**src/rtl/dmem_port_arbiter_pkg.sv**
```systemverilog
// Shared types and constants for the data-memory port arbiter.
package dmem_port_arbiter_pkg;

    // Owner encoding used by the round-robin pointer and the response tags.
    localparam logic OWN_IF = 1'b0;
    localparam logic OWN_LS = 1'b1;

    // Supported read-latency window of the external synchronous RAM.
    localparam int RD_LAT_MIN = 1;
    localparam int RD_LAT_MAX = 4;

    // One in-flight access: who issued it and whether it was a store.
    typedef struct packed {
        logic valid;
        logic owner;
        logic is_store;
    } rsp_tag_t;

    // True when the requested read latency is one the tag pipe supports.
    function automatic bit rd_latency_ok(input int lat);
        return (lat >= RD_LAT_MIN) && (lat <= RD_LAT_MAX);
    endfunction

endpackage

```
**src/rtl/dmem_port_arbiter_if.sv**
```systemverilog
// Bundle of the fetch port, load/store port and external memory bus.
// Handshake: a requester raises *_req with a stable payload and keeps both
// unchanged until it sees *_gnt high; the transfer happens in the cycle
// where req and gnt are both 1. Responses are one-cycle *_rvalid pulses.
interface dmem_port_arbiter_if #(
    parameter int AW = 32
);
    // Fetch requester
    logic          i_if_req;
    logic [AW-1:0] i_if_addr;
    logic          o_if_gnt;
    logic          o_if_rvalid;
    logic [31:0]   o_if_rdata;

    // Load/store requester
    logic          i_ls_req;
    logic          i_ls_wen;
    logic [AW-1:0] i_ls_addr;
    logic [3:0]    i_ls_mask;
    logic [31:0]   i_ls_wdata;
    logic          o_ls_gnt;
    logic          o_ls_rvalid;
    logic [31:0]   o_ls_rdata;

    // External memory
    logic [AW-1:0] o_dmem_addr;
    logic [3:0]    o_dmem_mask;
    logic [31:0]   o_dmem_wdata;
    logic          o_dmem_ren;
    logic          o_dmem_wen;
    logic [31:0]   i_dmem_rdata;

    // Arbiter side
    modport slave (
        input  i_if_req, i_if_addr,
        output o_if_gnt, o_if_rvalid, o_if_rdata,
        input  i_ls_req, i_ls_wen, i_ls_addr, i_ls_mask, i_ls_wdata,
        output o_ls_gnt, o_ls_rvalid, o_ls_rdata,
        output o_dmem_addr, o_dmem_mask, o_dmem_wdata, o_dmem_ren, o_dmem_wen,
        input  i_dmem_rdata
    );

    // Requesters and memory side
    modport master (
        output i_if_req, i_if_addr,
        input  o_if_gnt, o_if_rvalid, o_if_rdata,
        output i_ls_req, i_ls_wen, i_ls_addr, i_ls_mask, i_ls_wdata,
        input  o_ls_gnt, o_ls_rvalid, o_ls_rdata,
        input  o_dmem_addr, o_dmem_mask, o_dmem_wdata, o_dmem_ren, o_dmem_wen,
        output i_dmem_rdata
    );
endinterface

```
**src/rtl/dmem_port_arbiter_rsp_tag_pipe.sv**
```systemverilog
// Fixed-depth shift register of response tags; the tail lines up with the
// cycle in which the memory presents read data for that access.
module rsp_tag_pipe
    import dmem_port_arbiter_pkg::*;
#(
    parameter int DEPTH = 1
) (
    input  logic     i_clk,
    input  logic     i_rst,
    input  rsp_tag_t i_tag,
    output rsp_tag_t o_tag
);

    rsp_tag_t stage_q [DEPTH];
    rsp_tag_t stage_d [DEPTH];

    // Next state: new tag enters at the head, everything else moves one step.
    always_comb begin
        stage_d[0] = i_tag;
        for (int i = 1; i < DEPTH; i++) begin
            stage_d[i] = stage_q[i-1];
        end
    end

    // Synchronous clear drops every in-flight tag.
    always_ff @(posedge i_clk) begin
        if (i_rst) begin
            for (int i = 0; i < DEPTH; i++) begin
                stage_q[i] <= '0;
            end
        end else begin
            for (int i = 0; i < DEPTH; i++) begin
                stage_q[i] <= stage_d[i];
            end
        end
    end

    assign o_tag = stage_q[DEPTH-1];

endmodule

```
**src/rtl/dmem_port_arbiter.sv**
```systemverilog
// Round-robin sharing of one data-memory port between instruction fetch and
// the load/store stage, with responses routed back by issue-order tags.
module dmem_port_arbiter
    import dmem_port_arbiter_pkg::*;
#(
    parameter int RD_LATENCY = 1,
    parameter int AW         = 32
) (
    input  logic                 i_clk,
    input  logic                 i_rst,
    dmem_port_arbiter_if.slave   bus
);

    if (!rd_latency_ok(RD_LATENCY)) begin : g_bad_latency
        $error("dmem_port_arbiter: RD_LATENCY must be in 1..4");
    end

    logic     last_owner_q;
    logic     last_owner_d;
    logic     if_gnt;
    logic     ls_gnt;
    rsp_tag_t push_tag;
    rsp_tag_t tail_tag;

    logic [AW-1:0] dmem_addr;
    logic [3:0]    dmem_mask;
    logic [31:0]   dmem_wdata;
    logic          dmem_ren;
    logic          dmem_wen;

    // Grant selection: a lone requester always wins; on contention the one
    // that did not own the port last time wins. Nothing is granted in reset.
    always_comb begin
        if_gnt = 1'b0;
        ls_gnt = 1'b0;
        if (!i_rst) begin
            if (bus.i_if_req && bus.i_ls_req) begin
                if (last_owner_q == OWN_IF) begin
                    ls_gnt = 1'b1;
                end else begin
                    if_gnt = 1'b1;
                end
            end else begin
                if_gnt = bus.i_if_req;
                ls_gnt = bus.i_ls_req;
            end
        end
    end

    // Round-robin pointer follows every grant and holds otherwise.
    always_comb begin
        last_owner_d = last_owner_q;
        if (if_gnt) begin
            last_owner_d = OWN_IF;
        end else if (ls_gnt) begin
            last_owner_d = OWN_LS;
        end
    end

    // Reset to IF so the first contended cycle goes to LS.
    always_ff @(posedge i_clk) begin
        if (i_rst) begin
            last_owner_q <= OWN_IF;
        end else begin
            last_owner_q <= last_owner_d;
        end
    end

    // Memory bus mux: fetches are full-word reads; idle bus is all zeros.
    always_comb begin
        dmem_addr  = '0;
        dmem_mask  = '0;
        dmem_wdata = '0;
        dmem_ren   = 1'b0;
        dmem_wen   = 1'b0;
        if (if_gnt) begin
            dmem_addr = bus.i_if_addr;
            dmem_mask = 4'hF;
            dmem_ren  = 1'b1;
        end else if (ls_gnt) begin
            dmem_addr  = bus.i_ls_addr;
            dmem_mask  = bus.i_ls_mask;
            dmem_wdata = bus.i_ls_wdata;
            dmem_ren   = ~bus.i_ls_wen;
            dmem_wen   = bus.i_ls_wen;
        end
    end

    // Tag describing the access issued this cycle (or an empty slot).
    always_comb begin
        push_tag          = '0;
        push_tag.valid    = if_gnt | ls_gnt;
        push_tag.owner    = ls_gnt ? OWN_LS : OWN_IF;
        push_tag.is_store = ls_gnt & bus.i_ls_wen;
    end

    rsp_tag_pipe #(
        .DEPTH (RD_LATENCY)
    ) u_tag_pipe (
        .i_clk (i_clk),
        .i_rst (i_rst),
        .i_tag (push_tag),
        .o_tag (tail_tag)
    );

    assign bus.o_if_gnt     = if_gnt;
    assign bus.o_ls_gnt     = ls_gnt;
    assign bus.o_dmem_addr  = dmem_addr;
    assign bus.o_dmem_mask  = dmem_mask;
    assign bus.o_dmem_wdata = dmem_wdata;
    assign bus.o_dmem_ren   = dmem_ren;
    assign bus.o_dmem_wen   = dmem_wen;

    // Response routing: only the owner of the emerging tag sees rvalid/data;
    // stores answer with zero data. Suppressed while reset is held.
    always_comb begin
        bus.o_if_rvalid = 1'b0;
        bus.o_if_rdata  = '0;
        bus.o_ls_rvalid = 1'b0;
        bus.o_ls_rdata  = '0;
        if (!i_rst && tail_tag.valid) begin
            if (tail_tag.owner == OWN_IF) begin
                bus.o_if_rvalid = 1'b1;
                bus.o_if_rdata  = bus.i_dmem_rdata;
            end else begin
                bus.o_ls_rvalid = 1'b1;
                bus.o_ls_rdata  = tail_tag.is_store ? 32'h0 : bus.i_dmem_rdata;
            end
        end
    end

endmodule
```
**src/flat_wrapper.sv**
```systemverilog
// flat-port wrapper written by rule: the top's interface ports become plain ports
module dmem_port_arbiter_flat import dmem_port_arbiter_pkg::*;
#(
    parameter int RD_LATENCY = 1,
    parameter int AW         = 32
)
  (i_clk, i_rst, bus_i_if_req, bus_i_if_addr, bus_o_if_gnt, bus_o_if_rvalid, bus_o_if_rdata, bus_i_ls_req, bus_i_ls_wen, bus_i_ls_addr, bus_i_ls_mask, bus_i_ls_wdata, bus_o_ls_gnt, bus_o_ls_rvalid, bus_o_ls_rdata, bus_o_dmem_addr, bus_o_dmem_mask, bus_o_dmem_wdata, bus_o_dmem_ren, bus_o_dmem_wen, bus_i_dmem_rdata);
  dmem_port_arbiter_if #(.AW(AW)) bus_i ();
  input  logic i_clk;
  input  logic i_rst;
  input wire logic [$bits(bus_i.i_if_req)-1:0] bus_i_if_req;
  input wire logic [$bits(bus_i.i_if_addr)-1:0] bus_i_if_addr;
  output wire logic [$bits(bus_i.o_if_gnt)-1:0] bus_o_if_gnt;
  output wire logic [$bits(bus_i.o_if_rvalid)-1:0] bus_o_if_rvalid;
  output wire logic [$bits(bus_i.o_if_rdata)-1:0] bus_o_if_rdata;
  input wire logic [$bits(bus_i.i_ls_req)-1:0] bus_i_ls_req;
  input wire logic [$bits(bus_i.i_ls_wen)-1:0] bus_i_ls_wen;
  input wire logic [$bits(bus_i.i_ls_addr)-1:0] bus_i_ls_addr;
  input wire logic [$bits(bus_i.i_ls_mask)-1:0] bus_i_ls_mask;
  input wire logic [$bits(bus_i.i_ls_wdata)-1:0] bus_i_ls_wdata;
  output wire logic [$bits(bus_i.o_ls_gnt)-1:0] bus_o_ls_gnt;
  output wire logic [$bits(bus_i.o_ls_rvalid)-1:0] bus_o_ls_rvalid;
  output wire logic [$bits(bus_i.o_ls_rdata)-1:0] bus_o_ls_rdata;
  output wire logic [$bits(bus_i.o_dmem_addr)-1:0] bus_o_dmem_addr;
  output wire logic [$bits(bus_i.o_dmem_mask)-1:0] bus_o_dmem_mask;
  output wire logic [$bits(bus_i.o_dmem_wdata)-1:0] bus_o_dmem_wdata;
  output wire logic [$bits(bus_i.o_dmem_ren)-1:0] bus_o_dmem_ren;
  output wire logic [$bits(bus_i.o_dmem_wen)-1:0] bus_o_dmem_wen;
  input wire logic [$bits(bus_i.i_dmem_rdata)-1:0] bus_i_dmem_rdata;
  assign bus_i.i_if_req = bus_i_if_req;
  assign bus_i.i_if_addr = bus_i_if_addr;
  assign bus_o_if_gnt = bus_i.o_if_gnt;
  assign bus_o_if_rvalid = bus_i.o_if_rvalid;
  assign bus_o_if_rdata = bus_i.o_if_rdata;
  assign bus_i.i_ls_req = bus_i_ls_req;
  assign bus_i.i_ls_wen = bus_i_ls_wen;
  assign bus_i.i_ls_addr = bus_i_ls_addr;
  assign bus_i.i_ls_mask = bus_i_ls_mask;
  assign bus_i.i_ls_wdata = bus_i_ls_wdata;
  assign bus_o_ls_gnt = bus_i.o_ls_gnt;
  assign bus_o_ls_rvalid = bus_i.o_ls_rvalid;
  assign bus_o_ls_rdata = bus_i.o_ls_rdata;
  assign bus_o_dmem_addr = bus_i.o_dmem_addr;
  assign bus_o_dmem_mask = bus_i.o_dmem_mask;
  assign bus_o_dmem_wdata = bus_i.o_dmem_wdata;
  assign bus_o_dmem_ren = bus_i.o_dmem_ren;
  assign bus_o_dmem_wen = bus_i.o_dmem_wen;
  assign bus_i.i_dmem_rdata = bus_i_dmem_rdata;
  dmem_port_arbiter #(.RD_LATENCY(RD_LATENCY), .AW(AW)) u_core (.i_clk(i_clk), .i_rst(i_rst), .bus(bus_i));
endmodule
```
**config.mk**
```make
export PLATFORM = sky130hd
export DESIGN_NAME = dmem_port_arbiter_flat
export DESIGN_NICKNAME = d
export VERILOG_FILES = /design/src/rtl/dmem_port_arbiter_pkg.sv /design/src/rtl/dmem_port_arbiter_if.sv /design/src/rtl/dmem_port_arbiter_rsp_tag_pipe.sv /design/src/rtl/dmem_port_arbiter.sv /design/src/flat_wrapper.sv
export SDC_FILE = /design/constraint.sdc
export NUM_CORES = 1
export LEC_CHECK = 0
export BUFFER_PORTS_ARGS = -buffer_cell sky130_fd_sc_hd__buf_2
export CORE_AREA = 2 2 107 109
export DETAILED_ROUTE_END_ITERATION = 16
export DIE_AREA = 0 0 109 111
export SYNTH_ARGS = -nofsm -noshare
export SYNTH_HDL_FRONTEND = slang
export SYNTH_SLANG_ARGS = --single-unit
```
**constraint.sdc**
```tcl
create_clock -name i_clk -period 6.6 [get_ports i_clk]
set_clock_uncertainty 0.05 [all_clocks]
set_input_delay 1.98 -clock i_clk [delete_from_list [all_inputs] [get_ports i_clk]]
set_output_delay 1.98 -clock i_clk [all_outputs]
set_load 0.005 [all_outputs]
```
==> results of run 1 <==
how the worst min path moves through the flow:
stage,endpoint,slack [ns],cells after the start
after floorplan,u_core.last_owner_q,0.45,2
after global placement,u_core.last_owner_q,0.48,2
after detailed placement,u_core.last_owner_q,0.48,2
after CTS,u_core.last_owner_q,0.49,2
after global routing,u_core.last_owner_q,0.54,2
final,u_core.last_owner_q,0.48,2
Yosys cell counts, drive strengths merged (2+ instances only):
cell    instances
dfxtp           4
and2           99
a32oi          32
nor2           36
a21oi           5
clkbuf         12
buf            14
nand2b          2
nor3b           3
nand2           5
flip-flops by register name, summed over array words and instances, names as in the netlist:
signal / cells
u_core.u_tag_pipe.stage_q: 3
u_core.last_owner_q: 1
cell type report:
| class | count | area (um^2) | share of cell area (%) |
|---|---|---|---|
| clock buffers | 3 | 75.1 | 2.58 |
| repair buffers | 279 | 1410 | 48.4 |
| flip-flops and latches | 4 | 80.1 | 2.75 |
| well taps | 143 | 179 | 6.14 |
| multi-input cells | 186 | 1170 | 40.2 |
cell families (layout without fill, tap and decap cells):
kind of cell / count (synthesis) / count (layout) / synth area share [%]
compound gates: 38 / 38 / 22.8
simple gates: 148 / 148 / 61.4
flops: 4 / 4 / 5.77
buf+inv: 26 / 282 / 10.0
through the flow:
stage	total power [uW]	area [um^2]	setup slack, ns	util (%)	hold slack, ns
global route	279	2910	1.04	26.3	0.542
CTS	262	2910	1.19	26.3	0.486
detailed placement	168	2840	1.19	25.6	0.482
global placement	168	2840	1.21	25.6	0.478
finish	259	2910	1.24	26.3	0.485
floorplan	89.6	1390	1.73	-	0.450
per-layer routing:
metal  global-route usage, %  vias up  routed length (um)  share of wire (%)
met1                    12.6     1032                2940                 39
met3                    1.47        2                 824                 11
met5                       0        -                   0                  0
li1                        -     1248                   -                  -
met4                    1.28        0                  27               0.36
met2                    20.9      170                3810                 50
power groups by stage:
stage | clock network (uW) | logic [uW] | registers [uW]
detailed placement | 0 | 140 | 27.3
finish | 93.3 | 138 | 27.0
CTS | 94.4 | 141 | 27.0
global placement | 0 | 140 | 27.3
global route | 97.6 | 154 | 27.3
floorplan | 0 | 62.6 | 27.0
worst reg2reg max path, stage by stage, from the launching register on:
cell	delay (ns)
dfxtp_1	0.33
and2_4	0.17
nor3b_4	0.73
and2_1	0.22
cells in the final DEF, fill, tap and decap left out:
master	instances
a21boi_2	1
nand2_1	5
and4bb_2	1
a32oi_1	32
nor3b_4	1
buf_4	5
buf_2	274
nand2b_1	2
clkbuf_16	3
nor2_1	36
and3b_1	1
nor3b_2	1
and2_1	98
a21oi_1	5
and2_4	1
nor3_1	1
nor3b_1	1
dfxtp_1	4
==> results.json, run 1 <==
{
  "die_w_um": 109,
  "r2r-start": "u_core.last_owner_q",
  "rsz0062_at_grt": "no",
  "hold_buffers": 0,
  "hp-class": "register to register",
  "rows": 39,
  "n_fill_cell": 1243,
  "comb_power_share_pct": 53.5,
  "drc_errors": 0,
  "cts.clk_slew.worst_paths_ns": 0.03,
  "status": "finished clean",
  "grt_overflow": 0,
  "drv_slew": 0,
  "antenna_found_initial": 0,
  "yosysTopAreaCellShare_pct": 44.1,
  "core_um2": 11100,
  "cp.arrival_ns": 3.33,
  "synth_top_area_cell": "and2_1",
  "r2r_cells": 3,
  "end_kind": "primary output",
  "crit_slowest_cell": "nor3b_4",
  "diodes": 0,
  "synth_cell_types": 19,
  "min_period_ns": 5.36,
  "relSlewSlack_pct": 40.5,
  "cp-endpoint": "bus_o_dmem_wdata[7]",
  "worst_pin_slew_ns": 0.892,
  "path_common_cell": "buf_2",
  "p_int_uw": 176,
  "p_leak_uw": 0.00181,
  "dp_cells": 612,
  "syn_avg_cell_area_um2": 6.43,
  "yosysSeqAreaShare_pct": 5.77,
  "syn_area_um2": 1390,
  "max-cap-violations": 0,
  "critical_path.top_delay_family": "simple AND/OR/NAND/NOR gates",
  "post_cts_resized": 0,
  "r2r_end": "u_core.u_tag_pipe.stage_q[0][0]",
  "grt_max_degree": 39,
  "vias": 2452,
  "finalCritPeriodShare_pct": 81.2,
  "ys_async_sr_fraction_pct": 0,
  "detailed_place_hpwl_um": 6230,
  "p_per_area_nw_per_um2": 88.8,
  "track_usage_pct": 10.8,
  "cts_tree": "yes",
  "cp_max_fo": 35,
  "finalWirelength_um": 7600,
  "drive_above_1_share_pct": 60.8,
  "finalHoldViolCount": 0,
  "root_buffer": "clkbuf_16",
  "cts_htree_levels": 1,
  "cp_cell_sequence": "buf_2, and2_4, nor3b_4, and2_1, buf_2",
  "nNetsFinal": 611,
  "cts_num_sinks": 4,
  "clkPwrFrac_pct": 36.1,
  "initial_core_util_pct": 12.5,
  "critPathBufInv": 2,
  "ioPinCount": 275,
  "clk_latency_ns": 0.22,
  "cts_buffers": 3,
  "die_area_um2": 12100,
  "ys_ff_latch": 4,
  "power_frac_seq_pct": 10.4,
  "vdd_drop_max_v": 0.0000713,
  "setup_tns_ns": 0,
  "viasPerCell": 3.99,
  "cts_max_path_buffers": 2,
  "synth_edf_count": 0,
  "grt_pass1_vias": 2003,
  "fin_cells": 615,
  "synth.top_cells.by_area": "and2_1 (44%), a32oi_1 (20%), nor2_1 (9.7%), dfxtp_1 (5.8%), buf_2 (3.2%)",
  "fmax_mhz": 187,
  "firstDrtPassIters": 4,
  "p_sw_uw": 82.2,
  "area_growth_pct": 110,
  "slowest_delay_ns": 0.73,
  "drtAntennaViolNets": 0,
  "syn_nets": 353,
  "io_buffers": 274,
  "critical_path.startpoint": "bus_i_if_req",
  "cts_setup_buffers": 0,
  "grt_first_pass_wirelength_um": 10400,
  "critical_path_required_ns": 4.57,
  "reg2reg_slack_ns": 5.05,
  "drt_iter0_markers": 91,
  "worst-path-stages": 5,
  "ys_warn_count": 0,
  "wl_per_cell_um": 12.4,
  "setup_violations": 0,
  "min_from": "u_core.last_owner_q",
  "critical_path_class": "input port to primary output",
  "synthCells": 216,
  "start_kind": "input port",
  "die_h_um": 111,
  "switching_share_pct": 31.8,
  "gp_congestion": 0.721,
  "synth_top_flop_cell": "dfxtp_1"
}
(Power assumes the default switching activity.)
==> run 2, diff against run 1 <==
--- a/config.mk
+++ b/config.mk
@@ -5,10 +5,11 @@
 export SDC_FILE = /design/constraint.sdc
 export NUM_CORES = 1
 export LEC_CHECK = 0
+export ABC_AREA = 1
 export BUFFER_PORTS_ARGS = -buffer_cell sky130_fd_sc_hd__buf_2
-export CORE_AREA = 2 2 107 109
+export CORE_AREA = 2 2 106 108
 export DETAILED_ROUTE_END_ITERATION = 16
-export DIE_AREA = 0 0 109 111
+export DIE_AREA = 0 0 108 110
 export SYNTH_ARGS = -nofsm -noshare
 export SYNTH_HDL_FRONTEND = slang
 export SYNTH_SLANG_ARGS = --single-unit
==> constraint.sdc (replaced) <==
create_clock -name i_clk -period 4.3 [get_ports i_clk]
set_clock_uncertainty 0.05 [all_clocks]
set_input_delay 1.29 -clock i_clk [delete_from_list [all_inputs] [get_ports i_clk]]
set_output_delay 1.29 -clock i_clk [all_outputs]
set_load 0.005 [all_outputs]
==> results.json, run 2 <==
{
  "rows": 38,
  "grt_overflow": 0,
  "post_cts_resized": 0,
  "end_kind": "primary output",
  "synth_most_common_cell": "nor2_1",
  "final_common_cell": "buf_2",
  "grt_first_pass_wirelength_um": 12400,
  "largest_reg_flops": 3,
  "p_per_area_nw_per_um2": 120,
  "yosysSeqAreaShare_pct": 4.69,
  "drv_slew": 0,
  "cts.clk_slew.worst_paths_ns": 0.03,
  "switching_share_pct": 42.8,
  "critical_path_required_ns": 2.96,
  "gp_congestion": 0.784,
  "relSlewSlack_pct": 37.4,
  "cts_num_sinks": 4,
  "drtAntennaViolNets": 0,
  "syn_nets": 500,
  "finalCritPeriodShare_pct": 85.7,
  "cts_tree": "yes",
  "p_sw_uw": 162,
  "ys_warn_count": 0,
  "ioPinCount": 275,
  "clk_latency_ns": 0.21,
  "cts_buffers": 3,
  "track_usage_pct": 12.7,
  "drt_iter0_markers": 169,
  "core_um2": 10700,
  "synthCells": 363,
  "n_fill_cell": 1270,
  "io_buffers": 274,
  "rsz0062_at_grt": "no",
  "largest_register": "u_core.u_tag_pipe.stage_q",
  "cp.arrival_ns": 2.34,
  "initial_core_util_pct": 16.0,
  "setup_tns_ns": 0,
  "syn_area_um2": 1710,
  "drive_above_1_share_pct": 49.1,
  "clkPwrFrac_pct": 20.8,
  "diodes": 0,
  "grt.met1_usage_pct": 15.0,
  "p_int_uw": 217,
  "finalHoldViolCount": 0,
  "yosysTopAreaCellShare_pct": 20.2,
  "finalPower_uw": 379,
  "die_h_um": 110,
  "vias": 3158,
  "synth_cell_types": 16,
  "synth.top_cells.by_area": "nand3_1 (20%), nor2_1 (20%), nand2_1 (16%), nand4_1 (12%), inv_1 (8.8%)",
  "vdd_drop_max_v": 0.0000612,
  "die_area_um2": 11900,
  "synth_top_area_cell": "nand3_1",
  "hold_buffers": 0,
  "dp_cells": 750,
  "cts_htree_levels": 1,
  "fin_worst_hold_slack_ns": 0.467,
  "worst_pin_slew_ns": 0.938,
  "power_frac_seq_pct": 10.8,
  "grt_pass1_vias": 2531,
  "setup_violations": 0,
  "cp_max_fo": 33,
  "detailed_place_hpwl_um": 6930,
  "met2_usage_pct": 24.4,
  "synth_edf_count": 0,
  "wl_per_cell_um": 11.6,
  "ys_async_sr_fraction_pct": 0,
  "p_leak_uw": 0.00220,
  "viasPerCell": 4.19,
  "ys_ff_latch": 4,
  "die_w_um": 108,
  "min_period_ns": 3.68,
  "antenna_found_initial": 0,
  "status": "finished clean",
  "fin_cells": 753,
  "nNetsFinal": 752,
  "comb_power_share_pct": 68.4,
  "root_buffer": "clkbuf_8",
  "hp-class": "register to register",
  "firstDrtPassIters": 4,
  "synth_top_flop_cell": "dfxtp_1",
  "grt-busiest-layer": "met2",
  "max-cap-violations": 0,
  "reg_top3": "u_core.u_tag_pipe.stage_q x3, u_core.last_owner_q x1",
  "start_kind": "input port",
  "area_growth_pct": 85.9,
  "finalWirelength_um": 8750,
  "cts_max_path_buffers": 2,
  "drc_errors": 0,
  "fmax_mhz": 271,
  "syn_avg_cell_area_um2": 4.70,
  "ys_top_cells_by_count": "nor2_1 (92), nand2_1 (74), nand3_1 (69)",
  "grt_max_degree": 39,
  "cts_setup_buffers": 0,
  "use_met3_pct": 2.65,
  "critical_path_class": "input port to primary output",
  "layout_common_cells": "buf_2 (274), nor2_1 (92), nand2_1 (74), nand3_1 (69), inv_1 (40)"
}
[run 2: cell type report]
type | count | area [um^2] | area share, %
clock buffers | 3 | 41.3 | 1.30
well taps | 140 | 175 | 5.52
multi-input cells | 280 | 1260 | 39.7
flip-flops and latches | 4 | 80.1 | 2.52
repair buffers | 284 | 1460 | 46.0
inverters | 42 | 158 | 4.97
[run 2: path summary, 6_finish.rpt]
path	startpoint	endpoint	slack, ns	depth (start not counted)
worst max-delay path	bus_i_ls_req	bus_o_dmem_mask[3]	0.62	6
worst min-delay path	u_core.last_owner_q	u_core.last_owner_q	0.47	2
worst max register to register	u_core.last_owner_q	u_core.u_tag_pipe.stage_q[0][2]	3.00	5
worst min register to register	u_core.last_owner_q	u_core.last_owner_q	0.47	2
[run 2: cells by family (layout without fill, tap and decap cells)]
kind of cell,Yosys count,count (layout),synth area share [%]
and+or+nand+nor,279,279,73.5
AOI/OAI and AO/OA,1,1,0.293
buffers and inverters,79,329,21.6
DFF,4,4,4.69
[run 2: power groups by stage]
stage               logic (uW)  registers [uW]  clock network, uW
floorplan                  130            41.2                  0
global placement           261            41.7                  0
detailed placement         261            41.6                  0
CTS                        262            41.1               81.8
global route               291            41.2               86.2
finish                     260            41.0               78.7
[run 2: through the flow]
step           worst slack, ns  util (%)  instance area, um^2
2_1_floorplan             1.02         -                 1710
3_3_place_gp             0.595      29.3                 3130
3_5_place_dp             0.600      29.3                 3130
4_1_cts                  0.602      29.6                 3170
5_1_grt                  0.501      29.6                 3170
6_report                 0.616      29.6                 3170
[run 2: worst max-delay path: stages]
cell	delay [ns]
buf_2	0.12
nand2_1	0.06
buf_4	0.32
nand2_1	0.29
nand2_1	0.14
buf_2	0.12
[run 2: routing by layer]
layer | wire, um | share of wire, % | up-vias
li1 | - | - | 1651
met1 | 3520 | 40 | 1350
met2 | 4360 | 50 | 155
met3 | 838 | 9.6 | 2
met4 | 27 | 0.31 | 0
met5 | 0 | 0 | -
